## src/rtl/serial_tx_if.sv

```systemverilog
// serial_tx_if: word handshake between a requester and serial_tx.
//
// Handshake: a word moves across the link on any rising clk edge where
// tx_valid and tx_ready are both high. The requester holds tx_data stable
// while tx_valid is high and it is waiting for tx_ready. tx_ready never
// depends combinationally on tx_valid.
interface serial_tx_if #(
  parameter int DATA_W = 8
);
  logic [DATA_W-1:0] tx_data;
  logic              tx_valid;
  logic              tx_ready;

  modport master (
    output tx_data,
    output tx_valid,
    input  tx_ready
  );

  modport slave (
    input  tx_data,
    input  tx_valid,
    output tx_ready
  );
endinterface

```

## src/rtl/serial_tx.sv

```systemverilog
// serial_tx: serialises a DATA_W word onto a single idle-high line.
// The frame is a start bit (0), then the data bits LSB first, then an
// optional even parity bit, then a stop bit (1). Each bit is held for
// CLKS_PER_BIT cycles. All outputs are registered.
// Build option: define SERIAL_TX_PARITY_EN to insert the even parity bit.
module serial_tx #(
  parameter int DATA_W       = 8,
  parameter int CLKS_PER_BIT = 4
) (
  input  logic        clk,
  input  logic        rst,
  serial_tx_if.slave  bus,
  output logic        tx_out,
  output logic        busy
);

  localparam int CW = (CLKS_PER_BIT > 1) ? $clog2(CLKS_PER_BIT) : 1;
  localparam int BW = (DATA_W > 1) ? $clog2(DATA_W + 1) : 1;

  localparam logic [CW-1:0] CYC_LAST = CW'(CLKS_PER_BIT - 1);
  localparam logic [BW-1:0] BIT_LAST = BW'(DATA_W - 1);

`ifdef SERIAL_TX_PARITY_EN
  typedef enum logic [2:0] {
    IDLE   = 3'd0,
    START  = 3'd1,
    DATA   = 3'd2,
    PARITY = 3'd3,
    STOP   = 3'd4
  } state_t;
`else
  typedef enum logic [2:0] {
    IDLE   = 3'd0,
    START  = 3'd1,
    DATA   = 3'd2,
    STOP   = 3'd4
  } state_t;
`endif

  state_t            state;
  logic [CW-1:0]     cyc_cnt;
  logic [BW-1:0]     bit_cnt;
  logic [DATA_W-1:0] shreg;
  logic [DATA_W-1:0] sh_next;
  logic              ready_q;
  logic              cyc_last;
`ifdef SERIAL_TX_PARITY_EN
  logic              parity_bit;
`endif

  // The next data bit to present is the LSB of the shifted register.
  assign sh_next  = shreg >> 1;
  assign cyc_last = (cyc_cnt == CYC_LAST);
  assign bus.tx_ready = ready_q;

  // Frame sequencer: state, counters, shift register and all outputs.
  always_ff @(posedge clk) begin
    if (rst) begin
      state      <= IDLE;
      cyc_cnt    <= '0;
      bit_cnt    <= '0;
      shreg      <= '0;
      ready_q    <= 1'b1;
      busy       <= 1'b0;
      tx_out     <= 1'b1;
`ifdef SERIAL_TX_PARITY_EN
      parity_bit <= 1'b0;
`endif
    end else begin
      case (state)
        IDLE: begin
          tx_out <= 1'b1;
          // ready_q is high in IDLE, so tx_valid alone completes the handshake.
          if (bus.tx_valid && ready_q) begin
            shreg      <= bus.tx_data;
            state      <= START;
            cyc_cnt    <= '0;
            bit_cnt    <= '0;
            tx_out     <= 1'b0;
            ready_q    <= 1'b0;
            busy       <= 1'b1;
`ifdef SERIAL_TX_PARITY_EN
            parity_bit <= ^bus.tx_data;
`endif
          end
        end

        START: begin
          if (cyc_last) begin
            cyc_cnt <= '0;
            state   <= DATA;
            tx_out  <= shreg[0];
          end else begin
            cyc_cnt <= cyc_cnt + 1'b1;
          end
        end

        DATA: begin
          if (cyc_last) begin
            cyc_cnt <= '0;
            shreg   <= sh_next;
            if (bit_cnt == BIT_LAST) begin
              bit_cnt <= '0;
`ifdef SERIAL_TX_PARITY_EN
              state   <= PARITY;
              tx_out  <= parity_bit;
`else
              state   <= STOP;
              tx_out  <= 1'b1;
`endif
            end else begin
              bit_cnt <= bit_cnt + 1'b1;
              tx_out  <= sh_next[0];
            end
          end else begin
            cyc_cnt <= cyc_cnt + 1'b1;
          end
        end

`ifdef SERIAL_TX_PARITY_EN
        PARITY: begin
          if (cyc_last) begin
            cyc_cnt <= '0;
            state   <= STOP;
            tx_out  <= 1'b1;
          end else begin
            cyc_cnt <= cyc_cnt + 1'b1;
          end
        end
`endif

        STOP: begin
          if (cyc_last) begin
            cyc_cnt <= '0;
            state   <= IDLE;
            ready_q <= 1'b1;
            busy    <= 1'b0;
            tx_out  <= 1'b1;
          end else begin
            cyc_cnt <= cyc_cnt + 1'b1;
          end
        end

        default: begin
          state   <= IDLE;
          cyc_cnt <= '0;
          bit_cnt <= '0;
          ready_q <= 1'b1;
          busy    <= 1'b0;
          tx_out  <= 1'b1;
        end
      endcase
    end
  end

endmodule

```

## src/flat_wrapper.sv

```systemverilog
// flat-port wrapper written by rule: the top's interface ports become plain ports
module serial_tx_flat 
#(
  parameter int DATA_W       = 8,
  parameter int CLKS_PER_BIT = 4
)
  (clk, rst, tx_out, busy, bus_tx_data, bus_tx_valid, bus_tx_ready);
  serial_tx_if #(.DATA_W(DATA_W)) bus_i ();
  input  logic clk;
  input  logic rst;
  output logic tx_out;
  output logic busy;
  input wire logic [$bits(bus_i.tx_data)-1:0] bus_tx_data;
  input wire logic [$bits(bus_i.tx_valid)-1:0] bus_tx_valid;
  output wire logic [$bits(bus_i.tx_ready)-1:0] bus_tx_ready;
  assign bus_i.tx_data = bus_tx_data;
  assign bus_i.tx_valid = bus_tx_valid;
  assign bus_tx_ready = bus_i.tx_ready;
  serial_tx #(.DATA_W(DATA_W), .CLKS_PER_BIT(CLKS_PER_BIT)) u_core (.clk(clk), .rst(rst), .bus(bus_i), .tx_out(tx_out), .busy(busy));
endmodule
```

## config.mk

```make
export PLATFORM = sky130hd
export DESIGN_NAME = serial_tx_flat
export DESIGN_NICKNAME = d
export VERILOG_FILES = /design/src/rtl/serial_tx_if.sv /design/src/rtl/serial_tx.sv /design/src/flat_wrapper.sv
export SDC_FILE = /design/constraint.sdc
export NUM_CORES = 1
export LEC_CHECK = 0
export BUFFER_PORTS_ARGS = -buffer_cell sky130_fd_sc_hd__clkbuf_2
export CAP_MARGIN = 0
export CORE_MARGIN = 10
export CORE_UTILIZATION = 50
export CTS_CLUSTER_DIAMETER = 150
export CTS_CLUSTER_SIZE = 30
export DETAILED_ROUTE_END_ITERATION = 12
export PLACE_DENSITY = 0.69
export SLEW_MARGIN = 25
export SYNTH_ARGS = -nofsm -noshare
export SYNTH_HDL_FRONTEND = slang
export SYNTH_SLANG_ARGS = --single-unit
```

## constraint.sdc

```tcl
create_clock -name clk -period 1.7 [get_ports clk]
set_clock_uncertainty 0.15 [all_clocks]
set_input_delay 0.17 -clock clk [delete_from_list [all_inputs] [get_ports clk]]
set_output_delay 0.17 -clock clk [all_outputs]
set_load 0.05 [all_outputs]
```

; ---- Yosys cells after proc, flatten, opt, wreduce, memory -nomap -nowiden
; Cells that the tools add are included.
[totals]
regBits = 20
inputBits = 11
output_inout_bits = 3
elab_cells = 59
[classes]
addsub = 2
eq_ne = 10
mux = 27
n_bitwise = 2
reduce_logical = 11
[ops]
columns = cell, n
row1 = two-way mux 8 bit, 2
row2 = case mux 8 bit (2 select lines), 1
row3 = two-way mux 3 bit, 5
row4 = two-way mux 4 bit, 3
row5 = case mux 3 bit (4 select lines), 1
row6 = case mux 4 bit (3 select lines), 1
row7 = AND reduction 3 bit, 4
row8 = "!= test 2 x 1 -> 1 bit, second input constant", 5
row9 = two-way mux 1 bit, 8
row10 = case mux 1 bit (3 select lines), 2
row11 = AND reduction 5 bit, 1
row12 = "adder 4 x 1 -> 4 bit, second input constant", 1
row13 = "equality test 4 x 3 -> 1 bit, second input constant", 1
row14 = two-way mux 2 bit, 2
row15 = case mux 1 bit (4 select lines), 1
row16 = case mux 2 bit (2 select lines), 1
row17 = OR reduction 2 bit, 2
row18 = "equality test 3 x 1 -> 1 bit, second input constant", 1
row19 = "equality test 3 x 2 -> 1 bit, second input constant", 1
row20 = "equality test 3 bit, second input constant", 1
row21 = zero test 3 bit, 1
row22 = OR reduction 3 bit, 1
row23 = "adder 2 x 1 -> 2 bit, second input constant", 1
row24 = "equality test 2 bit, second input constant", 1
row25 = 3 further kinds, 4

; ---- Longest topological paths before layout
; Gate-level depths: netlist of the first run.
[depth]
depth_word = 4
depth_mapped = 6
mapped_depth_nobuf = 5

; ---- Least setup slack after synthesis of the first run
; No wires, ideal clock.
[synth_path]
path_type = flip-flop to flip-flop
startpoint = register u_core.ready_q, in the netlist u_core.bus.tx_ready
endpoint = register u_core.bit_cnt[1]
setup_ps = 67
t_arrival_ps = 1784
required_time_ps = 1483
slack_ps = -301
stages_incl_launch_ff = 6
path_buffers = 1
period_less_slack_ps = 2001
path_cell_list = dfxtp_1 buf_2 nand3b_1 a221o_1 or3_1 a21oi_2
[synth_between]
elab_chain_len = 3
[synth_rtl]
columns = item, line_no
row1 = from (decl), serial_tx.sv:45  ; logic ready_q;
row2 = from (signal assigned), serial_tx.sv:63  ; ready_q <= 1'b1;
row3 = from (signal assigned), serial_tx.sv:80  ; ready_q <= 1'b0;
row4 = from (signal assigned), serial_tx.sv:136  ; ready_q <= 1'b1;
row5 = logical AND 1 bit, serial_tx.sv:74  ; if (bus.tx_valid && ready_q) begin
row6 = != test 2 x 1 -> 1 bit (no line), n/a
row7 = AND reduction 3 bit (no line), n/a
row8 = to (signal assigned), serial_tx.sv:112  ; bit_cnt <= bit_cnt + 1'b1;
row9 = to (decl), serial_tx.sv:42  ; logic [BW-1:0] bit_cnt;
; Every way passes these cells.
; A chain may end at the register's enable or synchronous reset.

; ---- Worst setup path after layout of the first run
[layout_path]
startpoint = register u_core.state[1]
endpoint = register u_core.shreg[3]
[layout_between]
elab_chain_len = 3
word_cells_on_any_way = 7
cone_classes = eq/ne: 3 / mux: 1 / reduce/logical: 3
[layout_rtl]
columns = item, line_no
row1 = from (decl), serial_tx.sv:40  ; state_t state;
row2 = from (signal assigned), serial_tx.sv:59  ; state <= IDLE;
row3 = from (signal assigned), serial_tx.sv:76  ; state <= START;
row4 = from (signal assigned), serial_tx.sv:91  ; state <= DATA;
row5 = equality test 3 x 2 -> 1 bit or zero test 3 bit (tied branches), serial_tx.sv:70  ; case (state)
row6 = != test 2 x 1 -> 1 bit (no line) or nonzero test 2 bit (tied branches), n/a
row7 = AND reduction 3 bit (no line), n/a
row8 = to (signal assigned), serial_tx.sv:75  ; shreg <= bus.tx_data;
row9 = to (signal assigned), serial_tx.sv:101  ; shreg <= sh_next;
row10 = to (decl), serial_tx.sv:43  ; logic [DATA_W-1:0] shreg;
; Several ways; a longest one is shown, not always the timed one.

==> metrics.csv, run 1 <==
stage;metric;value;unit
outcome;status;complete, no violations;
cts;htreeDepth;1;
yosys;yosysWarnings;0;
cts;cts_tree;done;
sta;slew_viol_final;0;
cells_and_area;fin_area;1380;um^2
yosys;synth_seq_area_share;0.353;
sta;period_minus_slack;1.61;ns
critical_path;crit_type;reg2reg;
route;routed_wirelength;2440;um
yosys;synth-async-reset-ratio;0;
cells_and_area;drive_gt1_frac;0.320;
pwr;irDropWorstVdd;0.000584;V
yosys;synth_cell_types;42;
sta;hold_viol;0;
floorplan;chipWidth;67.6;um
critical_path;critPathCaptureType;flop;
critical_path;crit_fanout;8;
yosys;yosys.area.top_type_share;0.353;
yosys;avgSynthCellArea;8.60;um^2
global_routing;grt_antenna_before_repair;0;
yosys;synth_seq_cells;20;
yosys;synth-xor-area-share;0.0232;
cts;clk_latency;0.31;ns
placement;placed_area;1260;um^2
floorplan;start_util;0.518;
sta;max_clock_freq;619;MHz
cells_and_area;n_antenna_cell;0;
critical_path;crit_arrival;1.70;ns
critical_path;critPathTopFamily;simple AND/OR/NAND/NOR gates;
global_routing;use_met2;0.196;
yosys;yosysMostFrequentCell;dfxtp_1;
pwr;power;0.00131;W
route;routed-via-count;1017;
placement;post-place-ws;0.00600;ns
global_routing;grt_util_met1;0.137;
cts;cts_buffers;3;
cells_and_area;n_fill_cell;195;
yosys;synth_top_family_by_area;simple AND/OR/NAND/NOR gates;
pwr;p_leak;0.571;nW
floorplan;ioPinCount;14;
sta;worst-slew-pin-transition;0.365;ns
yosys;ys_top_cells_by_count;dfxtp_1, nor2_1, a211oi_1;
route;firstDrtPassIters;5;
yosys;syn-num-nets;145;
global_routing;grt_pass1_wl;4170;um
critical_path;cp_num_buf_inv;1;
floorplan;fp.dieH;67.6;um
critical_path;critPathLaunchType;flop;
placement;dp_hpwl;1770;um
route;drtAntennaViolNets;0;
global_routing;grt_usage;0.114;
cells_and_area;fin_nets;164;
yosys;synth.area.mux_share;0.0805;
yosys;netlist_area;1130;um^2
cts;cts-root-buf;clkbuf_4;
critical_path;crit_slowest_cell;or3b_4;
placement;finalWeightedCongestion;0.879;
placement;port-buffer-count;13;
cells_and_area;area.growth.synth_to_final;21.6;%
floorplan;core-area;2190;um^2
critical_path;cp.required;1.78;ns
global_routing;top_usage_layer;met2;
yosys;synth_edf_count;0;
yosys;synth_fa_ha_area_frac;0.0221;
sta;slew-limit-headroom;0.756;
cts;cts_buffer_depth;2;
floorplan;dieArea;4580;um^2
critical_path;worstPathCellList;or3b_4 -> buf_12 -> mux2i_1 -> a211oi_1;
route;viasPerCell;5.71;
cells_and_area;final_util;0.630;
yosys;synth_area_leaders;dfxtp_1, mux2i_1, a211oi_1;
yosys;synth_compound_area_frac;0.225;
global_routing;use_met3;0.0264;
yosys;synth-simple-area-share;0.228;
yosys;yosys.area.top_type;dfxtp_1;
route;drt_iter0_markers;62;
cts;cts.clk_slew.worst_paths;0.12;ns
yosys;synthCells;132;
route;wl_per_cell;13.7;um
hold_path;hold_class;in2reg;
sta;setup_ws;0.0853;ns
global_routing;overflow;0;
global_routing;grt_pass1_vias;942;
sta;min_period_over_period;0.950;
sta;setup_viol;0;
critical_path;worst_path_largest_cell_delay;0.48;ns
yosys;synthFlopType;dfxtp_1;
route;drc;0;
floorplan;row_count;17;
cts;cts.sinks;20;
flow_run;maxCapViolCount;0;
sta;fin_tns_setup;0;ns
pwr;power_density;952;nW/um^2
global_routing;grt_max_degree;17;
[power by group]
group	switching, W	internal (W)
logic	0.000193	0.000162
clock network	0.000154	0.000238
registers	0.0000459	0.000522
total	0.000392	0.000922
[cells by family (layout without fill, tap and decap cells)]
family          after synthesis  in the layout
flops                        20             20
simple gates                 48             48
fa+ha+maj                     2              2
xor+xnor                      3              3
mux                           9              9
buf+inv                      13             31
compound gates               37             37
[worst register-to-register path: stages (launching register included)]
cell and delay, ns:
dfxtp_2 0.40, or3b_4 0.48, buf_12 0.17, mux2i_1 0.12
a211oi_1 0.22
[metrics by stage]
step | hold slack (ns) | std cells
2_1_floorplan | 0.172 | 132
5_1_grt | 0.0409 | 178
4_1_cts | 0.0225 | 175
3_3_place_gp | 0.266 | 170
6_report | 0.0265 | 178
3_5_place_dp | 0.289 | 170
[sequential cells by signal, indices dropped and copies added, names as in the netlist]
register,cells
u_core.shreg,8
u_core.bit_cnt,4
u_core.state,3
u_core.cyc_cnt,2
u_core.bus.tx_ready,1
u_core.busy,1
u_core.tx_out,1
[layer usage]
metal | wire, um | vias to the layer above | share of wire
met1 | 1190 | 483 | 0.49
met3 | 59 | 3 | 0.024
li1 | - | 515 | -
met2 | 1170 | 16 | 0.48
met5 | 0 | - | 0
met4 | 22 | 0 | 0.0090
[final cells by class]
type | instances | area [um^2] | share of cell area
Inverter | 1 | 3.75 | 0.00272
Tap cell | 28 | 35.0 | 0.0254
Multi-Input combinational cell | 99 | 688 | 0.499
Clock buffer | 3 | 22.5 | 0.0163
Timing Repair Buffer | 26 | 190 | 0.138
Sequential cell | 20 | 410 | 0.297
Clock inverter | 1 | 30.0 | 0.0218
[worst paths after layout]
check / start / endpoint / slack, ns / cells after the start
max: u_core.state[1] / u_core.shreg[3] / 0.09 / 4
min: bus_tx_data[2] / u_core.shreg[2] / 0.03 / 3
min reg2reg: u_core.shreg[7] / u_core.shreg[7] / 0.33 / 2
max reg2reg: u_core.state[1] / u_core.shreg[3] / 0.09 / 4
[timing repair]
item / CTS / global route
pin swaps: 0 / 2
hold buffers: 1 / 0
gates resized for setup: 2 / 9
setup endpoints to repair: 3 / 11
endpoints found under the hold margin: 1 / 0
buffers inserted: 0 / 3
[cell usage in the layout (no fill, tap or decap), types with 3 or more instances in the layout]
| master | synthesis | final |
|---|---|---|
| clkbuf_4 | 0 | 3 |
| nor3_1 | 3 | 3 |
| or3_1 | 3 | 3 |
| nor2_1 | 16 | 15 |
| dfxtp_1 | 20 | 14 |
| a211oi_1 | 10 | 8 |
| buf_4 | 3 | 10 |
| a21oi_1 | 9 | 9 |
| clkbuf_2 | 0 | 13 |
| o21ai_0 | 5 | 5 |
| dfxtp_2 | 0 | 5 |
| nand2_1 | 7 | 7 |
| mux2i_1 | 8 | 8 |
(Power assumes the default switching activity.)
==> run 2, diff against run 1 <==
Settings changed: SETUP_SLACK_MARGIN set to 0.05.
Clock period 1.7 ns to 1.71 ns, I/O delays scaled along.
==> run 2 against run 1 <==
Sequential power about the same. Maximum frequency decreased by 4.0%. Clock power increased by 3%. Cell count increased by 3.4%. First-iteration DRC count increased by 68%. Total power increased by 4.3%. Wire length increased by 10%.
==> metrics.csv, run 2 (synthesized netlist as in run 1, its figures left out) <==
stage;metric;value;unit;change
outcome;status;complete, no violations;;
cells_and_area;layout_common_cells;nor2_1, clkbuf_2, buf_4, dfxtp_1;;
global_routing;grt_usage;0.117;;+0.00285
cells_and_area;fin_nets;170;;+3.7%
placement;port-buffer-count;13;;unchanged
cts;cts.clk_slew.worst_paths;0.13;ns;about the same
cells_and_area;n_antenna_cell;0;;unchanged
sta;hold_viol;0;;unchanged
critical_path;critPathLaunchType;flop;;
critical_path;worst_path_largest_cell_delay;0.39;ns;-0.09 ns
route;routed_wirelength;2690;um;+10%
flow_run;maxCapViolCount;0;;unchanged
sta;hold_slack;0.0121;ns;-0.0144 ns
floorplan;chipWidth;67.6;um;unchanged
pwr;irDropWorstVdd;0.000705;V;+21%
cells_and_area;largest_reg_flops;8;;unchanged
sta;rsz0062_at_grt;true;;
critical_path;crit_fanout;8;;unchanged
pwr;power_density;913;nW/um^2;-4.1%
cts;cts_buffer_depth;2;;unchanged
critical_path;critPathCaptureType;flop;;
cells_and_area;multi_input_area;728;um^2;+5.8%
hold_path;hold_class;in2reg;;
sta;min_period_over_period;0.984;;+0.0343
pwr;p_leak;0.624;nW;+9.4%
route;drc;0;;unchanged
global_routing;grt_pass1_vias;979;;+3.9%
route;drtAntennaViolNets;0;;unchanged
cells_and_area;reg.largest.list;u_core.shreg x8, u_core.bit_cnt x4, u_core.state x3;;
critical_path;crit_slowest_cell;dfxtp_4;;
cells_and_area;area.growth.synth_to_final;32.3;%;
global_routing;grt_antenna_before_repair;0;;unchanged
cts;htreeDepth;1;;unchanged
critical_path;cp.required;1.78;ns;about the same
sta;slew-limit-headroom;0.686;;-0.0703
sta;slew_viol_final;0;;unchanged
cells_and_area;final_cells;184;;+3.4%
floorplan;ioPinCount;14;;unchanged
global_routing;grt_max_degree;22;;+5
placement;dp_hpwl;1710;um;-3.4%
global_routing;overflow;0;;unchanged
sta;max_clock_freq;594;MHz;-4.0%
critical_path;crit_arrival;1.75;ns;+0.05 ns
sta;setup_viol;0;;unchanged
cts;cts.sinks;20;;unchanged
global_routing;grt_pass1_wl;4340;um;+4.0%
sta;period_minus_slack;1.68;ns;+0.0681 ns
critical_path;worstPathCellList;buf_6 -> nand3b_1 -> a21boi_4 -> buf_12 -> nor2_1 -> a211oi_1;;
floorplan;core-area;2190;um^2;unchanged
placement;finalWeightedCongestion;0.827;;-5.9%
route;viasPerCell;5.74;;+0.54%
route;firstDrtPassIters;4;;-1
route;drt_iter0_markers;104;;+68%
cells_and_area;layout_commonest_cell;nor2_1;;
route;wl_per_cell;14.6;um;+6.8%
sta;worst-slew-pin-transition;0.471;ns;+0.106 ns
cells_and_area;drive_gt1_frac;0.391;;+0.0710
cts;clk_latency;0.31;ns;about the same
route;routed-via-count;1057;;+3.9%
critical_path;crit_type;reg2reg;;
cts;cts_buffers;3;;unchanged
cells_and_area;n_fill_cell;183;;-6.2%
floorplan;fp.dieH;67.6;um;unchanged
cells_and_area;seqCellArea;418;um^2;+1.8%
floorplan;row_count;17;;unchanged
floorplan;start_util;0.518;;unchanged
floorplan;dieArea;4580;um^2;unchanged
cells_and_area;largest-register;u_core.shreg;;
cts;cts-root-buf;clkbuf_4;;
placement;dp.cells;172;;+1.2%
cts;cts_tree;done;;
run 2: cell count changes in the layout (fill, tap and decap cells not counted), moves of 2 or more:
cell	change
buf_6	+3
buf_4	+2
dfxtp_1	-2
dfxtp_4	+2
run 2: area by class of cell:
class                   count  share of cell area
well taps                  28              0.0233
flip-flops and latches     20               0.278
clock buffers               3              0.0150
repair buffers             32               0.176
clock inverters             1              0.0200
multi-input cells          99               0.485
inverters                   1             0.00250
run 2: final timing paths:
kind | startpoint | to | slack, ns | depth (start not counted)
max | u_core.state[1] | u_core.shreg[1] | 0.03 | 6
min | bus_tx_data[5] | u_core.shreg[5] | 0.01 | 3
max reg2reg | u_core.state[1] | u_core.shreg[1] | 0.03 | 6
min reg2reg | u_core.busy | u_core.busy | 0.35 | 2
run 2: what timing repair did:
action | CTS | global route
gates cloned | 0 | 1
setup buffers | 2 | 4
hold endpoints to repair | 1 | 0
pin swaps | 2 | 10
setup endpoints to repair | 3 | 15
gates resized for setup | 6 | 19
hold buffers | 1 | 0
run 2: critical path, delay by kind of cell (launching register included):
kind	cells	cell delay, ns
simple gates	2	0.26
buf+inv	2	0.27
flops	1	0.39
compound gates	2	0.52
run 2: per-layer routing:
| layer | vias to the layer above | global-route usage | routed length [um] |
|---|---|---|---|
| met5 | - | 0 | 0 |
| met4 | 0 | 0.0436 | 0 |
| met3 | 0 | 0.0248 | 124 |
| met2 | 23 | 0.190 | 1390 |
| met1 | 504 | 0.147 | 1180 |
| li1 | 530 | - | - |
run 2: through the flow:
| step | power [W] | instance area, um^2 | utilization | setup WS [ns] | TNS (ns) |
|---|---|---|---|---|---|
| final | 0.00137 | 1500 | 0.685 | 0.0272 | 0 |
| after global routing | 0.00146 | 1500 | 0.685 | -0.0609 | -0.0609 |
| after floorplan | 0.000815 | 1140 | - | 0.0469 | 0 |
| after CTS | 0.00131 | 1360 | 0.623 | 0.0498 | 0 |
| after detailed placement | 0.000892 | 1270 | 0.581 | 0.0481 | 0 |
| after global placement | 0.000884 | 1270 | 0.581 | 0.0517 | 0 |
run 2: report_power, final:
| part | switching, W | leakage, nW | internal, W |
|---|---|---|---|
| registers | 0.0000496 | 0.168 | 0.000517 |
| clock network | 0.000165 | 0.0279 | 0.000237 |
| logic | 0.000206 | 0.429 | 0.000196 |
| total | 0.000420 | 0.624 | 0.000950 |
==> run 3, diff against run 2 <==
==> constraint.sdc (replaced) <==
create_clock -name clk -period 1.71 [get_ports clk]
set_clock_uncertainty 0.15 [all_clocks]
set_input_delay 0.0855 -clock clk [delete_from_list [all_inputs] [get_ports clk]]
set_output_delay 0.0855 -clock clk [all_outputs]
set_load 0.05 [all_outputs]
==> run 3 against run 2 <==
Total power grew 2.5%. Worst hold slack improved by 0.039 ns. Count of clock-buffer cells in the layout did not move. Critical path type unchanged. Non-clock buffer count is 8 higher.
==> metrics.csv, run 3 (synthesized netlist as in run 1, its figures left out) <==
stage;metric;value;unit;change
outcome;status;complete, no violations;;
hold_path;hold-path-endpoint;u_core.cyc_cnt[1];;
cells_and_area;fin_nets;178;;+4.7%
critical_path;crit_fanout;7;;-1
floorplan;fp.dieH;67.6;um;unchanged
sta;slew_viol_final;0;;unchanged
sta;slew-limit-headroom;0.671;;-0.0150
cells_and_area;layout_commonest_cell;nor2_1;;
route;drt_iter0_markers;104;;unchanged
cts;cts.sinks;20;;unchanged
pwr;irDropWorstVdd;0.000729;V;+3.4%
floorplan;row_count;17;;unchanged
placement;dp_hpwl;1710;um;unchanged
placement;port-buffer-count;13;;unchanged
route;wl_met3;145;um;+17%
sta;period_minus_slack;1.67;ns;-0.0166 ns
route;wl_per_cell;15.9;um;+8.3%
cells_and_area;final_cells;192;;+4.3%
route;highest_layer;met4;;
cells_and_area;area.growth.synth_to_final;40.1;%;
placement;dp.cells;172;;unchanged
route;viasPerCell;5.88;;+2.3%
sta;worst-slew-pin-transition;0.494;ns;+0.0225 ns
global_routing;grt_pass1_wl;4590;um;+5.7%
flow_run;maxCapViolCount;0;;unchanged
cts;cts_buffers;3;;unchanged
critical_path;crit_arrival;1.74;ns;about the same
floorplan;start_util;0.518;;unchanged
critical_path;crit_type;reg2reg;;
hold_path;hold_class;in2reg;;
critical_path;critPathLaunchType;flop;;
route;firstDrtPassIters;4;;unchanged
cells_and_area;n_antenna_cell;0;;unchanged
sta;rsz0062_at_grt;true;;
route;drtAntennaViolNets;0;;unchanged
cells_and_area;n_fill_cell;161;;-12%
cells_and_area;layout_common_cells;nor2_1, clkbuf_2, buf_4;;
cts;cts-root-buf;clkbuf_4;;
critical_path;regToRegEndpoint;u_core.shreg[1];;
placement;placed_area;1270;um^2;unchanged
cts;cts.clk_slew.worst_paths;0.13;ns;about the same
route;routed_wirelength;3040;um;+13%
global_routing;grt_max_degree;22;;unchanged
cts;clk_latency;0.31;ns;about the same
sta;min_period_over_period;0.974;;-0.00971
hold_path;hold_start;bus_tx_valid;;
sta;hold_viol;0;;unchanged
critical_path;cp.required;1.79;ns;about the same
floorplan;dieArea;4580;um^2;unchanged
pwr;p_leak;0.664;nW;+6.3%
critical_path;r2r_slack;0.04;ns;+0.02 ns
critical_path;worstReg2RegStart;u_core.state[1];;
hold_path;hold_depth;4;;+1
placement;finalWeightedCongestion;0.827;;unchanged
global_routing;grt_pass1_vias;1002;;+2.3%
floorplan;core-area;2190;um^2;unchanged
cells_and_area;seqCellArea;418;um^2;unchanged
sta;setup_viol;0;;unchanged
cells_and_area;reg.largest.list;u_core.shreg x8, u_core.bit_cnt x4, u_core.state x3;;
cts;htreeDepth;1;;unchanged
route;routed-via-count;1128;;+6.7%
floorplan;chipWidth;67.6;um;unchanged
route;met1_length;1260;um;+6.9%
cells_and_area;fin_area;1590;um^2;+5.9%
critical_path;critPathCaptureType;flop;;
critical_path;r2r_cells;6;;unchanged
critical_path;cp-startpoint;u_core.state[1];;
global_routing;grt_usage;0.125;;+0.00771
cells_and_area;largest-register;u_core.shreg;;
route;wl_met2;1610;um;+16%
route;drc;0;;unchanged
placement;post-place-ws;0.0481;ns;unchanged
cells_and_area;largest_reg_flops;8;;unchanged
pwr;power_density;883;nW/um^2;-3.2%
cts;cts_buffer_depth;2;;unchanged
floorplan;ioPinCount;14;;unchanged
global_routing;grt_antenna_before_repair;0;;unchanged
cells_and_area;drive_gt1_frac;0.390;;-0.000782
cts;cts_tree;done;;
sta;setup_ws;0.0438;ns;+0.0166 ns
sta;max_clock_freq;600;MHz;+1.0%
cells_and_area;multi_input_area;739;um^2;+1.5%
global_routing;overflow;0;;unchanged
[run 3: changes by cell type in the layout (fill, tap and decap cells not counted), sizes merged]
cell,delta
dlygate4sd3,+7
buf,+1
[run 3: timing repair]
item                                    in CTS  in global routing
gates resized for setup                      6                 21
hold endpoints to repair                     8                  0
hold buffers                                 8                  0
setup buffers                                2                  5
pin swaps                                    2                 11
endpoints found under the setup margin       3                 15
gates cloned                                 0                  1
[run 3: metrics by stage]
step,util,hold slack (ns),power (W),setup TNS (ns)
after CTS,0.654,0.0383,0.00132,0
after floorplan,-,0.0874,0.000815,0
after global placement,0.581,0.178,0.000884,0
final,0.726,0.0507,0.00140,0
after global routing,0.726,0.0342,0.00148,-0.0340
after detailed placement,0.581,0.189,0.000892,0
[run 3: routing by layer]
metal / up-vias / GRT usage
met5: - / 0
li1: 545 / -
met1: 538 / 0.153
met2: 39 / 0.212
met4: 0 / 0.0385
met3: 6 / 0.0248
[run 3: critical path, cell delays in order (launching register included)]
cell and delay (ns):
dfxtp_4 0.39, buf_6 0.13, nand3b_1 0.22, a21boi_4 0.26, clkbuf_16 0.18, nor2_1 0.04, a211oi_1 0.21
[run 3: worst max-delay path by stage]
| stage | endpoint | slack (ns) | depth (start not counted) |
|---|---|---|---|
| 2_1_floorplan | u_core.bit_cnt[1] | 0.05 | 5 |
| 3_3_place_gp | u_core.bit_cnt[1] | 0.05 | 5 |
| 3_5_place_dp | u_core.bit_cnt[1] | 0.05 | 5 |
| 4_1_cts | u_core.bit_cnt[3] | 0.05 | 6 |
| 5_1_grt | u_core.shreg[1] | -0.03 | 6 |
| 6_report | u_core.shreg[1] | 0.04 | 6 |
[run 3: cell type report]
class | instances | area share
clock inverter | 1 | 0.0189
sequential | 20 | 0.263
clock buffer | 3 | 0.0142
inverter | 1 | 0.00236
multi-input combinational | 99 | 0.465
tap | 28 | 0.0220
timing repair buffer | 40 | 0.215
[run 3: report_power, final]
group          leakage [nW]  total, W  switching (W)  internal [W]
Combinational         0.468  0.000435       0.000220      0.000215
Clock                0.0279  0.000401       0.000164      0.000237
Sequential            0.168  0.000569      0.0000516      0.000518
